<file path="src/rtl/egress_cpl_rdresp.sv">
// Register-read completer: queues decoded MRd requests and answers each with a
// 1-DW CplD TLP (header beat, then DW2 + data beat) on a 64-bit egress stream.
module egress_cpl_rdresp #(
    parameter int unsigned PEND_DEPTH = 4,
    parameter int unsigned DATA_WIDTH = 64,
    parameter int unsigned KEEP_WIDTH = 8
) (
    input  logic                  clk,
    input  logic                  rst_n,
    input  logic [15:0]           completer_id,
    input  logic                  rd_req,
    input  logic [9:0]            rd_tdest,
    input  logic [15:0]           rd_req_id,
    input  logic [7:0]            rd_tag,
    input  logic [2:0]            rd_tc,
    input  logic [1:0]            rd_attr,
    input  logic [6:0]            rd_laddr,
    output logic                  pend_full,
    input  logic [31:0]           rd_dat,
    input  logic                  rd_dat_valid,
    output logic                  rd_dat_rdy,
    output logic [DATA_WIDTH-1:0] cpl_data,
    output logic [KEEP_WIDTH-1:0] cpl_keep,
    output logic                  cpl_last,
    output logic                  cpl_valid,
    input  logic                  cpl_rdy,
    output logic                  err_ovf,
    output logic                  err_orphan
);

    localparam int unsigned PTR_W = $clog2(PEND_DEPTH);
    localparam int unsigned CNT_W = PTR_W + 1;

    typedef struct packed {
        logic [9:0]  tdest;
        logic [15:0] req_id;
        logic [7:0]  tag;
        logic [2:0]  tc;
        logic [1:0]  attr;
        logic [6:0]  laddr;
    } pend_t;

    typedef enum logic [1:0] {
        IDLE = 2'd0,
        HDR  = 2'd1,
        DATA = 2'd2
    } state_t;

    pend_t                  pend_q [PEND_DEPTH];
    logic [PTR_W-1:0]       wr_ptr;
    logic [PTR_W-1:0]       rd_ptr;
    logic [CNT_W-1:0]       count;
    logic [CNT_W-1:0]       count_nxt;
    state_t                 state;
    state_t                 state_nxt;
    logic                   push;
    logic                   pop;
    logic                   accept;
    logic                   rdy_nxt;
    logic                   orphan_nxt;
    logic [15:0]            cur_req_id;
    logic [7:0]             cur_tag;
    logic [6:0]             cur_laddr;
    logic [31:0]            cur_dat;
    logic [31:0]            dw0_head;
    logic [31:0]            dw1;
    logic [31:0]            dw2_cur;
    logic [DATA_WIDTH-1:0]  data_nxt;
    logic [KEEP_WIDTH-1:0]  keep_nxt;
    logic                   valid_nxt;
    logic                   last_nxt;

    // Queue bookkeeping; a request seen while full is dropped.
    always_comb begin
        push       = rd_req && (count != CNT_W'(PEND_DEPTH));
        accept     = rd_dat_valid && rd_dat_rdy;
        orphan_nxt = rd_dat_valid && (count == '0);
        count_nxt  = count + CNT_W'(push) - CNT_W'(pop);
        rdy_nxt    = (state_nxt == IDLE) && (count_nxt != '0);
    end

    // Header dwords: DW0/DW1 come from the queue head at accept, DW2 from the latched entry.
    always_comb begin
        dw0_head = {3'b010, 5'b01010, 1'b0, pend_q[rd_ptr].tc, 1'b0, 1'b0, 1'b0, 1'b0,
                    1'b0, 1'b0, pend_q[rd_ptr].attr, 2'b00, 10'd1};
        dw1      = {completer_id, 3'b000, 1'b0, 12'd4};
        dw2_cur  = {cur_req_id, cur_tag, 1'b0, cur_laddr};
    end

    // Next-state and next-output logic; beats hold while the sink stalls.
    always_comb begin
        state_nxt = state;
        pop       = 1'b0;
        valid_nxt = cpl_valid;
        last_nxt  = cpl_last;
        data_nxt  = cpl_data;
        keep_nxt  = cpl_keep;
        case (state)
            IDLE: begin
                if (accept) begin
                    state_nxt = HDR;
                    pop       = 1'b1;
                    valid_nxt = 1'b1;
                    last_nxt  = 1'b0;
                    keep_nxt  = '1;
                    data_nxt  = DATA_WIDTH'({dw1, dw0_head});
                end
            end
            HDR: begin
                if (cpl_rdy) begin
                    state_nxt = DATA;
                    last_nxt  = 1'b1;
                    data_nxt  = DATA_WIDTH'({cur_dat, dw2_cur});
                end
            end
            DATA: begin
                if (cpl_rdy) begin
                    state_nxt = IDLE;
                    valid_nxt = 1'b0;
                    last_nxt  = 1'b0;
                    keep_nxt  = '0;
                    data_nxt  = '0;
                end
            end
            default: begin
                state_nxt = IDLE;
                valid_nxt = 1'b0;
                last_nxt  = 1'b0;
                keep_nxt  = '0;
                data_nxt  = '0;
            end
        endcase
    end

    always_ff @(posedge clk or negedge rst_n) begin
        if (!rst_n) begin
            state <= IDLE;
        end else begin
            state <= state_nxt;
        end
    end

    // Storage array carries no reset; validity is tracked by count.
    always_ff @(posedge clk) begin
        if (push) begin
            pend_q[wr_ptr] <= '{tdest: rd_tdest, req_id: rd_req_id, tag: rd_tag,
                                tc: rd_tc, attr: rd_attr, laddr: rd_laddr};
        end
    end

    always_ff @(posedge clk or negedge rst_n) begin
        if (!rst_n) begin
            wr_ptr     <= '0;
            rd_ptr     <= '0;
            count      <= '0;
            pend_full  <= 1'b0;
            rd_dat_rdy <= 1'b0;
            err_ovf    <= 1'b0;
            err_orphan <= 1'b0;
        end else begin
            if (push) begin
                wr_ptr <= wr_ptr + PTR_W'(1);
            end
            if (pop) begin
                rd_ptr <= rd_ptr + PTR_W'(1);
            end
            count      <= count_nxt;
            pend_full  <= (count_nxt == CNT_W'(PEND_DEPTH));
            rd_dat_rdy <= rdy_nxt;
            err_ovf    <= err_ovf | (rd_req && !push);
            err_orphan <= orphan_nxt;
        end
    end

    // Per-TLP context captured at the read-data handshake.
    always_ff @(posedge clk or negedge rst_n) begin
        if (!rst_n) begin
            cur_req_id <= '0;
            cur_tag    <= '0;
            cur_laddr  <= '0;
            cur_dat    <= '0;
        end else if (pop) begin
            cur_req_id <= pend_q[rd_ptr].req_id;
            cur_tag    <= pend_q[rd_ptr].tag;
            cur_laddr  <= pend_q[rd_ptr].laddr;
            cur_dat    <= rd_dat;
        end
    end

    always_ff @(posedge clk or negedge rst_n) begin
        if (!rst_n) begin
            cpl_valid <= 1'b0;
            cpl_last  <= 1'b0;
            cpl_keep  <= '0;
            cpl_data  <= '0;
        end else begin
            cpl_valid <= valid_nxt;
            cpl_last  <= last_nxt;
            cpl_keep  <= keep_nxt;
            cpl_data  <= data_nxt;
        end
    end

endmodule

</file>
<file path="config.mk">
export PLATFORM = sky130hd
export DESIGN_NAME = egress_cpl_rdresp
export DESIGN_NICKNAME = d
export VERILOG_FILES = /design/src/rtl/egress_cpl_rdresp.sv
export SDC_FILE = /design/constraint.sdc
export NUM_CORES = 1
export LEC_CHECK = 0
export CAP_MARGIN = 20
export CELL_PAD_IN_SITES_DETAIL_PLACEMENT = 1
export CELL_PAD_IN_SITES_GLOBAL_PLACEMENT = 1
export CORE_UTILIZATION = 35
export DETAILED_ROUTE_END_ITERATION = 16
export PLACE_DENSITY = 0.66
export SLEW_MARGIN = 20
export SYNTH_ARGS = -nofsm -noshare
export SYNTH_HDL_FRONTEND = slang
export SYNTH_SLANG_ARGS = --single-unit
</file>
<file path="constraint.sdc">
create_clock -name clk -period 3.41 [get_ports clk]
set_input_delay 0.341 -clock clk [delete_from_list [all_inputs] [get_ports clk]]
set_output_delay 0.341 -clock clk [all_outputs]
set_load 0.02 [all_outputs]
</file>
==> flow_summary.toml <==
[global_route]
grt_overflow_total = 0
busiest_layer = "met2"
grt_usage_pct = 15.7
antenna_found_initial = 2
grt_max_degree = 78
met1_usage_pct = 20.4
met2_usage_pct = 26.6
met3_usage_pct = 3.56
grt_pass1_vias = 6577
grt_pass1_wl_mm = 38.1

[clock_network]
clkTransAtPathRegs_ns = 0.06
post_cts_buffers = 0
clk-insertion-delay-late_ns = 0.55
cts_tree = "yes"
cts_resized = 0
cts.sinks = 285
cts_root_buffer = "clkbuf_16"
cts_buffer_depth = 3
ctsHtreeMaxLevel = 1
cts_buffers = 31

[finish]
fin_nets = 861
drive_above_1_share_pct = 21.7
final_util_pct = 45.5
area_growth_pct = 27.3
fin_cells = 1178
ff_latch_area_um2 = 7860
multi_input_area_um2 = 2790
fillCellCount = 2934

[worst_setup_path]
cp.buffers_inverters = 2
cp-end-kind = "flop"
cp_data_arrival_time_ns = 2.81
cpLargestDelayFamily = "adder cells"
ff2ff_path_depth = 10
cpPeakStageDelay_ns = 0.41
crit_type = "reg2reg"
worstPathCellList = "nor2_1 -> a21boi_1 -> inv_1 -> ha_1 -> inv_1 -> ha_1 -> fa_1 -> xnor3_1 -> nor3_1 -> nor3_1"
crit_fanout = 4
critPathRequiredTime_ns = 3.81
rr_endpoint = "rd_dat_rdy"
cp.depth = 10
reg2reg_from = "count[1]"
worst-r2r-setup-slack_ns = 1.0
critical-path-slowest-cell = "dfrtp_1"
start_kind = "flop"

[logic_synthesis]
yosysSeqAreaShare_pct = 71.6
syn_area_um2 = 11000
ys.flop_type = "edfxtp_1"
synth_edf_count = 144
ys_ff_latch = 285
synth_top_family_by_area = "multiplexers"
synth_mux_area_share_pct = 17.1
synth_cell_types = 40
postSynthCellCount = 585
synth_fp_nets = 691
synth_warnings = 0
synth-simple-area-share_pct = 1.92
synth_top_cell_by_area = "edfxtp_1"
synth-compound-area-share_pct = 5.08
synthXorXnorAreaFrac_pct = 0.445
synth_most_common_cell = "edfxtp_1"
yosys.area_share.adder_pct = 0.867
yosys-top-cells-area = "edfxtp_1 39%, dfrtp_1 32%, mux4_2 7.4%"
synthTopCellsByCount = "144 x edfxtp_1, 141 x dfrtp_1, 61 x mux2_2, 46 x a22o_1, 36 x mux4_2"
syn_avg_cell_area_um2 = 18.7
synth.top_cell.area_share_pct = 39.4
async_flop_share_pct = 49.5

[place]
dp_hpwl_mm = 14.3
gp_congestion = 0.764
port_buffers = 165
place_inst = 1117

[route]
wl_per_cell_um = 20.5
routed_wl_mm = 24.2
ant_nets = 0
num_vias = 5865
drt-vias-per-instance = 4.98
drc = 0
firstDrtPassIters = 4
drtIter0Drc = 344

[power]
powerDensity_nw_per_um2 = 945
peakVddDrop_uv = 413
power_leakage_nw = 5.33

[die]
num_rows = 64
die_y_um = 179
die_w_um = 179
core-area_um2 = 30700
io_pins = 177
dieArea_um2 = 32000
initial_core_util_pct = 35.8

[timing]
fin_crit_sh_pct = 70.8
max_freq_mhz = 414
rsz0062_at_grt = "false"
setup_viol = 0
finalCriticalPeriod_ns = 2.41
tns_ns = 0
timing.slew.headroom_pct = 30.8
hold_violations = 0
fin_skew_ns = 0.0138
worst_pin_slew_ns = 1.04
slew_viol_final = 0

[status]
status = "completed"

[job]
maxCapViolCount = 0

[hold_path]
hold_class = "in2async"
==> placed cells by master (no fill, tap or decap), types with 2 or more instances in the layout <==
master / synthesis / routed
clkbuf_1: 8 / 8
mux4_2: 36 / 36
dfrtp_2: 0 / 2
mux2_2: 61 / 61
and2_2: 0 / 4
a22o_1: 46 / 46
o22ai_1: 2 / 2
clkinv_2: 0 / 6
xnor2_1: 2 / 2
o21a_1: 2 / 2
ha_1: 6 / 6
nor2_1: 18 / 18
inv_1: 9 / 9
clkbuf_8: 0 / 7
edfxtp_1: 144 / 144
o21ai_0: 2 / 2
mux2i_1: 16 / 16
a21oi_1: 2 / 2
buf_6: 9 / 2
clkdlybuf4s50_1: 0 / 164
buf_4: 13 / 10
mux2_1: 19 / 19
clkbuf_16: 0 / 31
nand2_1: 3 / 3
clkinv_1: 0 / 4
nand2b_1: 5 / 5
diode_2: 0 / 2
buf_12: 0 / 2
nor3_1: 2 / 2
a21o_1: 7 / 7
dfrtp_1: 141 / 139
==> power breakdown <==
| group | leakage, nW | total [mW] | internal (mW) | switching (mW) |
|---|---|---|---|---|
| Sequential | 3.05 | 5.57 | 4.84 | 0.730 |
| Clock | 0.490 | 3.19 | 1.89 | 1.30 |
| Combinational | 1.79 | 4.42 | 2.32 | 2.10 |
| Total | 5.33 | 13.2 | 9.06 | 4.13 |
==> stage by stage <==
stage          setup slack (ns)  hold WS, ns  area (um2)  power (mW)
2_1_floorplan             0.871       0.0454       11000        8.42
3_3_place_gp              0.636        0.389       13000        9.94
3_5_place_dp              0.604        0.397       13000        10.2
4_1_cts                   0.942        0.358       14000        13.4
5_1_grt                   0.814        0.378       14000        14.0
6_report                  0.995        0.365       14000        13.2
==> logic make-up (layout without fill, tap and decap cells) <==
kind of cell,after synthesis,after routing
xor gates and xnor gates,4,4
buffers and inverters,52,247
other,1,3
muxes,132,132
adders and majority gates,7,7
DFF,285,285
AOI/OAI and AO/OA,66,66
and+or+nand+nor,38,38
==> what timing repair did <==
item / 4_1_cts / 5_1_grt
setup endpoints to repair: 0 / 0
endpoints found under the hold margin: 64 / 0
hold buffers: 1 / 0
==> per-layer routing <==
layer  vias to the layer above  part of all wire (%)
li1                       2583                     -
met2                       182                    48
met3                        34                   7.3
met4                         0                   1.4
met5                         -                     0
met1                      3066                    43
==> state kept, by name, summed over array words and instances (netlist names), 2 cells and up <==
signal and flops:
pend_q 144, cpl_data 63, cur_dat 32, cur_req_id 16, cur_tag 8, cur_laddr 7
count 3, rd_ptr 2, state 2, wr_ptr 2
==> worst max-delay path by stage <==
stage,end,slack [ns],startpoint
after floorplan,rd_dat_rdy,0.87,rd_dat_rdy
after global placement,rd_dat_rdy,0.64,rd_req
after detailed placement,rd_dat_rdy,0.60,rd_req
after CTS,rd_dat_rdy,0.94,count[1]
after global routing,rd_dat_rdy,0.81,count[1]
final,rd_dat_rdy,1.0,count[1]
==> final cells by class <==
type	instances	area share (%)
timing repair buffer	179	12.8
inverter	10	0.269
tap	396	3.55
clock inverter	12	0.600
sequential	285	56.3
multi-input combinational	248	20.0
clock buffer	46	6.46
antenna	2	0.0358
Power figures use the tool's default switching activity.
